**src/rtl/prog_loader_if.sv**
```systemverilog
// rtl/prog_loader_if.sv - handshake and memory bus bundle between the program loader and its neighbours
// Purpose: groups the loader's control, byte-source, memory and core-control signals.
// Ports (master = loader side):
//   start        in   load request, level sampled
//   src_valid    in   source byte available
//   src_data     in   source byte
//   src_ready    out  loader accepts a byte this cycle
//   mem_addr     out  memory address (registered)
//   mem_din      out  memory write data (registered)
//   mem_we       out  memory write enable (registered)
//   mem_dout     in   memory read data, valid one cycle after mem_addr
//   core_reset_n out  active-low reset to fetcher/decoder/ALU/registers
//   trigger      out  one-cycle start pulse to the fetcher
//   busy/done/error out  status
interface prog_loader_if #(
  parameter int ADDR_WIDTH = 16,
  parameter int DATA_WIDTH = 8
);
  logic                  start;
  logic                  src_valid;
  logic [DATA_WIDTH-1:0] src_data;
  logic                  src_ready;
  logic [ADDR_WIDTH-1:0] mem_addr;
  logic [DATA_WIDTH-1:0] mem_din;
  logic                  mem_we;
  logic [DATA_WIDTH-1:0] mem_dout;
  logic                  core_reset_n;
  logic                  trigger;
  logic                  busy;
  logic                  done;
  logic                  error;

  modport master (
    input  start, src_valid, src_data, mem_dout,
    output src_ready, mem_addr, mem_din, mem_we, core_reset_n, trigger, busy, done, error
  );

  modport slave (
    output start, src_valid, src_data, mem_dout,
    input  src_ready, mem_addr, mem_din, mem_we, core_reset_n, trigger, busy, done, error
  );
endinterface

```
**src/rtl/prog_loader.sv**
```systemverilog
// rtl/prog_loader.sv - streams a fixed-length byte image into program memory, then releases the core
// Purpose: while the core is held in reset, copies LENGTH bytes from a valid/ready byte source into
//   memory starting at BASE_ADDR (address wraps modulo 2^ADDR_WIDTH), optionally reads the image back
//   and compares checksums, then raises core_reset_n and pulses trigger once.
// Build option: define PROG_LOADER_VERIFY_EN to build the read-back verify (VERIFY/CHECK states,
//   rsum accumulator, ERROR path). Without it LOAD goes straight to RELEASE and error stays 0.
// Ports:
//   clk    in  memory clock
//   reset  in  asynchronous active-high reset
//   bus    prog_loader_if.master (start, src_*, mem_*, core_reset_n, trigger, busy, done, error)
module prog_loader #(
  parameter int                    ADDR_WIDTH = 16,
  parameter int                    DATA_WIDTH = 8,
  // Platform memory map: instruction region starts at 0x0100 and runs to the top of memory.
  parameter logic [ADDR_WIDTH-1:0] BASE_ADDR  = ADDR_WIDTH'('h0100),
  parameter int                    LENGTH     = 65280
) (
  input  logic          clk,
  input  logic          reset,
  prog_loader_if.master bus
);

  typedef enum logic [2:0] {IDLE, LOAD, VERIFY, CHECK, RELEASE, RUN, ERROR} state_t;

  // cnt must reach LENGTH during verify (LENGTH issue cycles plus one drain cycle).
  localparam int               CNT_W = $clog2(LENGTH + 1);
  localparam logic [CNT_W-1:0] LAST  = CNT_W'(LENGTH - 1);

  state_t           state;
  logic [CNT_W-1:0] cnt;
  logic             enter_load;

`ifdef PROG_LOADER_VERIFY_EN
  localparam logic [CNT_W-1:0] FULL = CNT_W'(LENGTH);
  logic [DATA_WIDTH-1:0] wsum;
  logic [DATA_WIDTH-1:0] rsum;
`endif

  // start is honoured only when no load/verify/release sequence is in flight.
  assign enter_load = bus.start && (state == IDLE || state == RUN || state == ERROR);

  always_ff @(posedge clk or posedge reset) begin
    if (reset) begin
      state            <= IDLE;
      cnt              <= '0;
      bus.src_ready    <= 1'b0;
      bus.mem_addr     <= '0;
      bus.mem_din      <= '0;
      bus.mem_we       <= 1'b0;
      bus.core_reset_n <= 1'b0;
      bus.trigger      <= 1'b0;
      bus.busy         <= 1'b0;
      bus.done         <= 1'b0;
      bus.error        <= 1'b0;
`ifdef PROG_LOADER_VERIFY_EN
      wsum             <= '0;
      rsum             <= '0;
`endif
    end else begin
      // Write enable and trigger are single-cycle strobes unless re-asserted below.
      bus.mem_we  <= 1'b0;
      bus.trigger <= 1'b0;
      if (enter_load) begin
        state            <= LOAD;
        cnt              <= '0;
        bus.src_ready    <= 1'b1;
        bus.core_reset_n <= 1'b0;
        bus.busy         <= 1'b1;
        bus.done         <= 1'b0;
        bus.error        <= 1'b0;
`ifdef PROG_LOADER_VERIFY_EN
        wsum             <= '0;
`endif
      end else begin
        case (state)
          LOAD: begin
            if (bus.src_valid && bus.src_ready) begin
              bus.mem_addr <= BASE_ADDR + ADDR_WIDTH'(cnt);
              bus.mem_din  <= bus.src_data;
              bus.mem_we   <= 1'b1;
              cnt          <= cnt + 1'b1;
`ifdef PROG_LOADER_VERIFY_EN
              wsum         <= wsum + bus.src_data;
`endif
              if (cnt == LAST) begin
                bus.src_ready <= 1'b0;
`ifdef PROG_LOADER_VERIFY_EN
                state <= VERIFY;
                cnt   <= '0;
                rsum  <= '0;
`else
                state            <= RELEASE;
                bus.core_reset_n <= 1'b1;
`endif
              end
            end
          end
`ifdef PROG_LOADER_VERIFY_EN
          // Cycle cnt issues read address cnt and accumulates the data for address cnt-1.
          // The first cycle carries the final write, so its read data is discarded.
          VERIFY: begin
            if (cnt != FULL) begin
              bus.mem_addr <= BASE_ADDR + ADDR_WIDTH'(cnt);
            end
            if (cnt != '0) begin
              rsum <= rsum + bus.mem_dout;
            end
            if (cnt == FULL) begin
              state <= CHECK;
            end else begin
              cnt <= cnt + 1'b1;
            end
          end
          CHECK: begin
            if (rsum == wsum) begin
              state            <= RELEASE;
              bus.core_reset_n <= 1'b1;
            end else begin
              state     <= ERROR;
              bus.error <= 1'b1;
              bus.busy  <= 1'b0;
            end
          end
`endif
          RELEASE: begin
            state       <= RUN;
            bus.trigger <= 1'b1;
            bus.done    <= 1'b1;
            bus.busy    <= 1'b0;
          end
          default: begin
            // IDLE, RUN and ERROR hold until start.
          end
        endcase
      end
    end
  end

endmodule

```
**src/flat_wrapper.sv**
```systemverilog
// flat-port wrapper written by rule: the top's interface ports become plain ports
module prog_loader_flat 
#(
  parameter int                    ADDR_WIDTH = 16,
  parameter int                    DATA_WIDTH = 8,
                                                                                            
  parameter logic [ADDR_WIDTH-1:0] BASE_ADDR  = ADDR_WIDTH'('h0100),
  parameter int                    LENGTH     = 65280
)
  (clk, reset, bus_start, bus_src_valid, bus_src_data, bus_mem_dout, bus_src_ready, bus_mem_addr, bus_mem_din, bus_mem_we, bus_core_reset_n, bus_trigger, bus_busy, bus_done, bus_error);
  prog_loader_if #(.ADDR_WIDTH(ADDR_WIDTH), .DATA_WIDTH(DATA_WIDTH)) bus_i ();
  input  logic clk;
  input  logic reset;
  input wire logic [$bits(bus_i.start)-1:0] bus_start;
  input wire logic [$bits(bus_i.src_valid)-1:0] bus_src_valid;
  input wire logic [$bits(bus_i.src_data)-1:0] bus_src_data;
  input wire logic [$bits(bus_i.mem_dout)-1:0] bus_mem_dout;
  output wire logic [$bits(bus_i.src_ready)-1:0] bus_src_ready;
  output wire logic [$bits(bus_i.mem_addr)-1:0] bus_mem_addr;
  output wire logic [$bits(bus_i.mem_din)-1:0] bus_mem_din;
  output wire logic [$bits(bus_i.mem_we)-1:0] bus_mem_we;
  output wire logic [$bits(bus_i.core_reset_n)-1:0] bus_core_reset_n;
  output wire logic [$bits(bus_i.trigger)-1:0] bus_trigger;
  output wire logic [$bits(bus_i.busy)-1:0] bus_busy;
  output wire logic [$bits(bus_i.done)-1:0] bus_done;
  output wire logic [$bits(bus_i.error)-1:0] bus_error;
  assign bus_i.start = bus_start;
  assign bus_i.src_valid = bus_src_valid;
  assign bus_i.src_data = bus_src_data;
  assign bus_i.mem_dout = bus_mem_dout;
  assign bus_src_ready = bus_i.src_ready;
  assign bus_mem_addr = bus_i.mem_addr;
  assign bus_mem_din = bus_i.mem_din;
  assign bus_mem_we = bus_i.mem_we;
  assign bus_core_reset_n = bus_i.core_reset_n;
  assign bus_trigger = bus_i.trigger;
  assign bus_busy = bus_i.busy;
  assign bus_done = bus_i.done;
  assign bus_error = bus_i.error;
  prog_loader #(.ADDR_WIDTH(ADDR_WIDTH), .DATA_WIDTH(DATA_WIDTH), .BASE_ADDR(BASE_ADDR), .LENGTH(LENGTH)) u_core (.clk(clk), .reset(reset), .bus(bus_i));
endmodule
```
**config.mk**
```make
export PLATFORM = sky130hd
export DESIGN_NAME = prog_loader_flat
export DESIGN_NICKNAME = d
export VERILOG_FILES = /design/src/rtl/prog_loader_if.sv /design/src/rtl/prog_loader.sv /design/src/flat_wrapper.sv
export SDC_FILE = /design/constraint.sdc
export NUM_CORES = 1
export LEC_CHECK = 0
export ABC_AREA = 1
export CAP_MARGIN = 10
export CORE_MARGIN = 2
export CORE_UTILIZATION = 35
export DETAILED_ROUTE_END_ITERATION = 8
export HOLD_SLACK_MARGIN = 0.06
export PLACE_DENSITY = 0.58
export SLEW_MARGIN = 10
export SYNTH_ARGS = -nofsm -noshare
export SYNTH_HDL_FRONTEND = slang
export SYNTH_SLANG_ARGS = --single-unit
```
**constraint.sdc**
```tcl
create_clock -name clk -period 4.1 [get_ports clk]
set_input_delay 1.025 -clock clk [delete_from_list [all_inputs] [get_ports clk]]
set_output_delay 1.025 -clock clk [all_outputs]
set_load 0.02 [all_outputs]
```
[Word level (Yosys, flattened, before mapping)]
Cells that the tools add are included.
Cells by class
  reduce and logical (&&, ||, !) cells: 14
  add/sub/neg operators: 2
  muxes and demuxes: 24
  bitwise gates (word level): 1
  eq/ne operators: 7
Operator list (number)
  $mux W16: 3
  $mux W1: 17
  $add A16 B1 Y16 const B: 1
  $add A9 B16 Y16 const A: 1
  $eq A16 B16 Y1 const B: 1
  $eq A3 B3 Y1 const B: 3
  $mux W3: 3
  $reduce_and A3 Y1: 3
  $reduce_bool A2 Y1: 4
  $ne A3 B1 Y1 const B: 2
  $pmux W3 S2: 1
  $eq A3 B1 Y1 const B: 1
  $logic_not A3 Y1: 1
  $reduce_bool A3 Y1: 1
  $logic_and A1 B1 Y1: 2
  $logic_or A1 B1 Y1: 2
  $reduce_and A2 Y1: 1
  $not A1 Y1: 1
Storage, ports and cells
  bits of input ports: 20
  register bits after elaboration: 49
  output and inout port bits: 31
  word-level logic and storage cells: 58

[Depth between registers and ports, before layout]
Gate-level depths: netlist (run 1).
  word-level depth: 6
  depth in mapped cells: 10
  mapped depth without buffers: 10

[Worst setup path before layout (run 1)]
Ideal clock, no wire load.
  kind: input-to-reg
  start point: in bus_src_valid
  end point: reg u_core.cnt[5]
  library setup time: 117 ps
  data required time: 3983 ps
  slack: 2311 ps
  arrival: 1672 ps
  buffers on the path: 1
  cell stages on the path: 8
  cell sequence: nand2_1 inv_2 nand2_2 buf_2 nand2_1 o21ai_0 o21ai_1 inv_1
On the way
  word-level cells in the longest chain between the ends: 3
Ends and longest elaborated chain
  start: declaration: line flat_wrapper.sv:15  | input wire logic [$bits(bus_i.src_valid)-1:0] bus_src_valid;
  $logic_and A1 B1 Y1: line prog_loader.sv:77  | if (bus.src_valid && bus.src_ready) begin
  $reduce_bool A2 Y1 (no source line)
  $reduce_and A2 Y1 (no source line)
  end signal: assignment: line prog_loader.sv:81  | cnt <= cnt + 1'b1;
  end: declaration: line prog_loader.sv:30  | logic [CNT_W-1:0] cnt;
Every way passes these cells.
A chain may end at the register's enable or synchronous reset.

[Worst setup path after layout (run 1)]
  start point: in bus_src_valid
  end point: reg u_core.cnt[6]
The elaborated chain is that of the path after synthesis.

==> metrics list, run 1 <==
- The flow ran to the end, and the final reports show no timing, DRC or antenna violations.
* Mean routed wirelength per cell: 12.1 µm
- Buffers placed on the I/O ports in this run total 41.
* IR Drop Worst-Case VDD: 0.243 mV
* Clock network fraction of design power: 22.6%
- Die Outline Area: 7170 µm²
- The first global-routing pass estimated 8310 µm of wire.
- Antenna violations before repair: 0
- The die is 84.7 µm wide.
* Skew final: 0.00333 ns
* Via-per-instance ratio: 4.60
- Effective utilization at floorplan: 36.1%
- Once detailed placement completed, the half-perimeter wirelength came to 3230 µm.
* Slew at the pin closest to its max-slew limit: 0.976 ns
- Top-level I/O count: 51
* Die Height: 84.7 µm
- After synthesis, flip-flops and latches occupy 52.7% of the total area.
- Setup repair after global routing left no endpoint under its margin.
* Layout overhead on the synthesized area: 24.9%
- The longest clock path from root to sink contains 2 buffers.
- H-tree levels: 2
- Area after DPL: 2740 µm²
- Number of search-and-repair iterations in the first detailed-routing pass: 4
- Summing every instance area after synthesis gives 2280 µm².
* Number of nets produced by synthesis: 293
* Drc violations: 0
* CTS tree: done
- Entering global routing, the biggest net connects 49 pins.
* Final count of pins violating max slew: 0
* Detailed-route via count: 1776
- Clock slew seen by the registers of the worst setup and hold paths: 0.08 ns
- Counting every sink on the clock net gives 48.
* Kind of launch point of the worst setup path: primary input
- Final worst path period need: 2.46 ns
- STA classifies the critical path endpoint as a flip-flop.
* Endpoints failing hold: 0
- Combinational logic burns 35.1% of the power.
* Worst Path Max Fanout: 41
* Power density cells: 518 nW/µm²
- The number of antenna diodes in the final layout is 0.
- DRC violation total after the first TritonRoute iteration: 140
- Core box area: 6310 µm²
- Register bit count reported by yosys: 48
- Once detail routing completed, the nets flagged for antenna violations numbered 0.
* Total clock buffers created by CTS: 5
- Internal cell power: 975 µW
- For this run, the top clock speed supported by timing is 0.406 GHz.
* Relative max-transition margin: 34.8%
- At the worst endpoint, the required time is 4.32 ns.
- The post-route netlist has 9.39% of its cells at a drive strength greater than 1.
- Detailed-route wire length: 4690 µm
* Fraction of the cycle the final worst path needs: 60.1%
- Setup violators final: 0
- Post-layout net count: 333
- Crit Path Class: primary input to flip-flop
* Total power after layout: 1.47 mW
- Switching power: 500 µW
- Clock Tree Root: clkbuf_8
- Gates resized during post-CTS repair numbered 0.
* Number of warnings reported in the yosys synthesis log: 0
- For this design the static power due to leakage is 1.36 nW.
- Sequential cell fraction of total power: 42.3%
* Post-CTS Hold Fix Bufs: 0
- Global routing finished with a remaining overflow of 0.
* Post-Synthesis Cells: 268
- Max-cap violations in this run came to 0.
- Once the clock tree was built, the setup fixing pass inserted 0 buffers.
- After routing the design area is 2850 µm².
- STA puts the critical path data arrival time at 2.68 ns.
- The later pin in the worst-skew pair is clocked with a latency of 0.30 ns.
- In this run the core area contains 29 standard-cell rows.
- In this run the worst hold path is classified as flip-flop to flip-flop.
- The number of global-route vias before repair is 1775.
* Gp weighted congestion: 0.798
- Net switching is 33.9% of the power.
- For the final routed database, the setup TNS stands at 0 ns.
* Global-route usage over all layers: 14.5%
- Post-synthesis cell type count: 33
- Hold_ws: 0.474 ns
- A synthesized cell averages 8.51 µm².
[power by group through the flow]
stage / logic [mW] / registers, mW / clock network (mW)
floorplan: 0.199 / 0.738 / 0
CTS: 0.526 / 0.626 / 0.345
global route: 0.573 / 0.638 / 0.362
global placement: 0.520 / 0.632 / 0
detailed placement: 0.526 / 0.634 / 0
finish: 0.518 / 0.624 / 0.333
[layout make-up]
class                      instances  area (µm²)
timing repair buffer              41         410
tap                               77        96.3
inverter                          30         114
sequential                        48        1200
clock inverter                     2        35.0
clock buffer                       6        72.6
multi-input combinational        182         918
fill                             651        3470
[cell usage in the layout (no fill, tap or decap)]
cell type	Yosys	layout
a211oi_1	1	1
a21oi_1	7	7
a21oi_2	1	1
a31oi_1	1	1
bufinv_16	0	1
clkbuf_1	2	1
clkbuf_8	0	5
clkdlybuf4s50_1	0	41
clkinv_1	1	1
clkinv_2	1	2
conb_1	1	1
dfrtp_1	48	48
ha_1	5	5
inv_1	24	23
inv_2	4	5
nand2_1	85	85
nand2_2	3	3
nand2_4	2	2
nand3_1	11	11
nand3_2	3	3
nand3b_1	1	1
nand4_1	2	2
nor2_1	20	20
nor2_2	1	1
nor2_4	4	4
nor3_1	6	6
nor3_4	1	1
o21ai_0	15	15
o21ai_1	6	6
o21bai_2	1	1
o31ai_1	1	1
or2_1	1	1
xor2_1	3	3
[flip-flops by register name (all words and copies together), names as in the netlist, 2 cells and up]
register / flops
u_core.state: 2
u_core.bus.mem_addr: 16
u_core.cnt: 16
u_core.bus.mem_din: 8
[worst max-delay path: stages]
cell,delay (ns)
clkdlybuf4s50_1,0.45
nand2_1,0.10
inv_2,0.08
nand2_2,0.40
nor2_1,0.38
a21oi_1,0.10
nor3_1,0.13
[path summary, 6_finish.rpt]
path	start	depth (start not counted)	slack, ns	end
setup / recovery	bus_src_valid	7	1.64	u_core.cnt[6]
hold / removal	u_core.bus.mem_din[5]	2	0.47	u_core.bus.mem_din[5]
setup reg to reg	u_core.state[0]	7	2.15	u_core.cnt[5]
hold reg to reg	u_core.bus.mem_din[5]	2	0.47	u_core.bus.mem_din[5]
max in group asynchronous	reset	2	2.23	u_core.cnt[5]
min in group asynchronous	reset	2	1.27	u_core.bus.mem_din[2]
[per-layer routing]
metal	track usage [%]	part of all wire, %
met1	19.8	50
met2	22.4	45
met3	3.05	3.3
met4	6.06	2.0
met5	0	0
[synthesized netlist by cell type (all sizes together)]
| master | instances | area, µm² |
|---|---|---|
| clkinv | 2 | 8.75 |
| o31ai | 1 | 7.51 |
| a21oi | 8 | 43.8 |
| a211oi | 1 | 7.51 |
| clkbuf | 2 | 7.51 |
| xor2 | 3 | 26.3 |
| conb | 1 | 3.75 |
| nor2 | 25 | 126 |
| o21ai | 21 | 105 |
| nor3 | 7 | 46.3 |
| nand2 | 90 | 360 |
| a31oi | 1 | 6.26 |
| or2 | 1 | 6.26 |
| dfrtp | 48 | 1200 |
| inv | 28 | 105 |
| nand4 | 2 | 12.5 |
| o21bai | 1 | 11.3 |
| ha | 5 | 62.6 |
| nand3b | 1 | 7.51 |
| buf | 6 | 38.8 |
| nand3 | 14 | 85.1 |
[logic make-up after synthesis]
kind of cell,count (synthesis),synth area share [%]
DFF,48,52.7
buffers and inverters,38,7.03
other,1,0.164
adders and majority gates,5,2.74
and+or+nand+nor,140,28.3
xor gates and xnor gates,3,1.15
AOI/OAI and AO/OA,33,7.96
[per-stage QoR]
| step | cells | setup slack [ns] | util, % |
|---|---|---|---|
| after floorplan | 268 | 1.93 | - |
| after global placement | 378 | 1.29 | 43.4 |
| after detailed placement | 378 | 1.28 | 43.4 |
| after CTS | 386 | 1.58 | 45.1 |
| after global routing | 386 | 1.42 | 45.1 |
| final | 386 | 1.64 | 45.1 |
Power figures use the tool's default switching activity.
==> run 2, diff against run 1 <==
--- a/config.mk
+++ b/config.mk
@@ -11,7 +11,7 @@
 export CORE_UTILIZATION = 35
 export DETAILED_ROUTE_END_ITERATION = 8
 export HOLD_SLACK_MARGIN = 0.06
-export PLACE_DENSITY = 0.58
+export PLACE_DENSITY = 0.6
 export SLEW_MARGIN = 10
 export SYNTH_ARGS = -nofsm -noshare
 export SYNTH_HDL_FRONTEND = slang
==> constraint.sdc (replaced) <==
create_clock -name clk -period 2.2 [get_ports clk]
set_input_delay 0.55 -clock clk [delete_from_list [all_inputs] [get_ports clk]]
set_output_delay 0.55 -clock clk [all_outputs]
set_load 0.02 [all_outputs]
==> metrics list, run 2 (synthesized netlist as in run 1, its figures left out) <==
- Status: finished, final reports clean
- Number of buffer and inverter instances along the worst setup path: 1
- For this run, the top clock speed supported by timing is 0.540 GHz.
- The clock tree synthesis step divided the H-tree into 2 levels.
* Clock Tree Root: clkbuf_8
- The number of global-route vias before repair is 1822.
- Entering global routing, the biggest net connects 49 pins.
- VDD sags by at most 0.429 mV.
- For this run the aggregate overflow at the end of global routing stands at 0.
- The final layout contains 339 nets.
- Sequential cell fraction of total power: 41.5%
* Internal cell power: 1.84 mW
* Cell Count Post-Placement: 384
- Combinational share of power: 35.8%
- The routed layout has 1853 vias.
- Final worst path period need: 1.85 ns
* Setup violators final: 0
- Via-per-instance ratio: 4.73
- Count of non-filler cells in the finished layout: 392
- Of the available clock period, the critical path in the final layout requires 84.2%.
* Post-CTS Hold Fix Bufs: 0
* Kind of launch point of the worst setup path: flip-flop
* HPWL Detailed: 3390 µm
- Crit Path Class: flip-flop to output port
- Stages on the worst setup path: 1
- Data arrival time of the worst path: 1.30 ns
* Total power after layout: 2.80 mW
- Top-level I/O count: 51
- Crit path capture: bus_src_ready
- Layout cell share with drive strength beyond 1: 11.4%
- Number of search-and-repair iterations in the first detailed-routing pass: 4
* Die Height: 84.7 µm
- Final sum of negative setup slack: 0 ns
- Critical path's largest stage delay: 0.62 ns
* Drc violations: 0
* Clock slew seen by the registers of the worst setup and hold paths: 0.09 ns
- Endpoints failing hold: 0
- CTS saw 48 sinks.
- R2R Setup Slk: 0.66 ns
* Remaining antenna violation count after routing: 0
* Skew final: 0.00805 ns
- Startpoint of the worst register-to-register path: u_core.state[0]
- Antenna violations before repair: 0
- Max_cap viols: 0
- Effective utilization at floorplan: 36.1%
* Number of cell instances on the worst register-to-register path: 6
- Diodes inserted: 0
- Nature of the critical path endpoint: output port
- Worst skew pair latency: 0.31 ns
- In this run, post-CTS repair resized a total of 0 instances.
- The critical path starts at u_core.bus.src_ready.
- Setup slack on the critical path of the routed design comes to 0.348 ns.
- Die outline width: 84.7 µm
- The die covers 7170 µm².
- In the layout the commonest cells are 85 x nand2_1, 48 x dfrtp_1, 41 x clkdlybuf4s50_1.
- Gp weighted congestion: 0.797
- Setup repair after global routing missed its margin: no
* Switching power: 959 µW
* Count of input and output buffers: 41
- The cell family contributing the most delay on the critical path is buffers and inverters.
* Core box area: 6310 µm²
- Power spread over the standard cell area amounts to 963 nW/µm².
- In this run the worst hold path is classified as flip-flop to flip-flop.
- The final layout contains routed wiring with a total length of 4790 µm.
- In this run the deepest clock path goes through 2 buffers.
* Global-route usage over all layers: 14.8%
* Slowest CP cell: clkdlybuf4s50_1
- Clock network fraction of design power: 22.8%
* Layout overhead on the synthesized area: 27.6%
- Top flop regs: u_core.bus.mem_addr (16), u_core.cnt (16), u_core.bus.mem_din (8)
* Wire length of the first global-routing pass: 8550 µm
- For this design the static power due to leakage is 1.39 nW.
- The endpoint identified for the worst register-to-register timing path is u_core.cnt[12].
- Leaving out fill and tap cells, the most frequent cell in the layout is nand2_1.
- Final count of pins violating max slew: 0
- Net switching is 34.2% of the power.
- Walking the worst path, the cells encountered are clkdlybuf4s50_1.
* Number of post-CTS setup repair buffers: 0
- In this run the worst path has a maximum fanout of 3.
- Mean routed wirelength per cell: 12.2 µm
- Cell row count: 29
* WP data required: 1.65 ns
- DRC violation total after the first TritonRoute iteration: 92
* Total clock buffers created by CTS: 5
* CTS tree: done
* Post-placement worst setup slack: 0.226 ns
## run 2: metal layers
metal / wire length, µm / global-route usage, % / vias up
li1: - / - / 934
met1: 2370 / 19.5 / 887
met2: 2210 / 24.1 / 27
met3: 135 / 3.24 / 5
met5: 0 / 0 / -
met4: 76 / 5.48 / 0
## run 2: worst min-delay path by stage
stage                                 from                      to  slack [ns]  cells after the start
global placement     u_core.bus.mem_din[0]   u_core.bus.mem_din[0]        0.45                      2
floorplan                    u_core.cnt[7]  u_core.bus.mem_addr[7]        0.47                      2
CTS                 u_core.bus.mem_addr[4]  u_core.bus.mem_addr[4]        0.48                      2
finish               u_core.bus.mem_din[1]   u_core.bus.mem_din[1]        0.48                      2
detailed placement  u_core.bus.mem_addr[4]  u_core.bus.mem_addr[4]        0.46                      2
global route         u_core.bus.mem_din[3]   u_core.bus.mem_din[3]        0.51                      2
## run 2: area by class of cell
cell class	instances	area [µm²]
Tap cell	77	96.3
Multi-Input combinational cell	182	918
Inverter	30	114
Clock buffer	5	68.8
Timing Repair Buffer	47	468
Sequential cell	48	1200
Fill cell	642	3400
Clock inverter	3	42.5
## run 2: metrics by stage
step / utilization [%] / cell area (µm²) / hold slack (ns)
floorplan: - / 2280 / 0.471
global route: 46.1 / 2910 / 0.510
CTS: 46.1 / 2910 / 0.482
detailed placement: 44.3 / 2800 / 0.458
global placement: 44.3 / 2800 / 0.454
finish: 46.1 / 2910 / 0.477
## run 2: power groups by stage
stage,Clock (mW),Sequential (mW),Combinational [mW]
floorplan,0,1.37,0.371
global placement,0,1.18,1.00
detailed placement,0,1.18,1.02
CTS,0.666,1.16,1.02
global route,0.699,1.19,1.11
finish,0.638,1.16,1.00
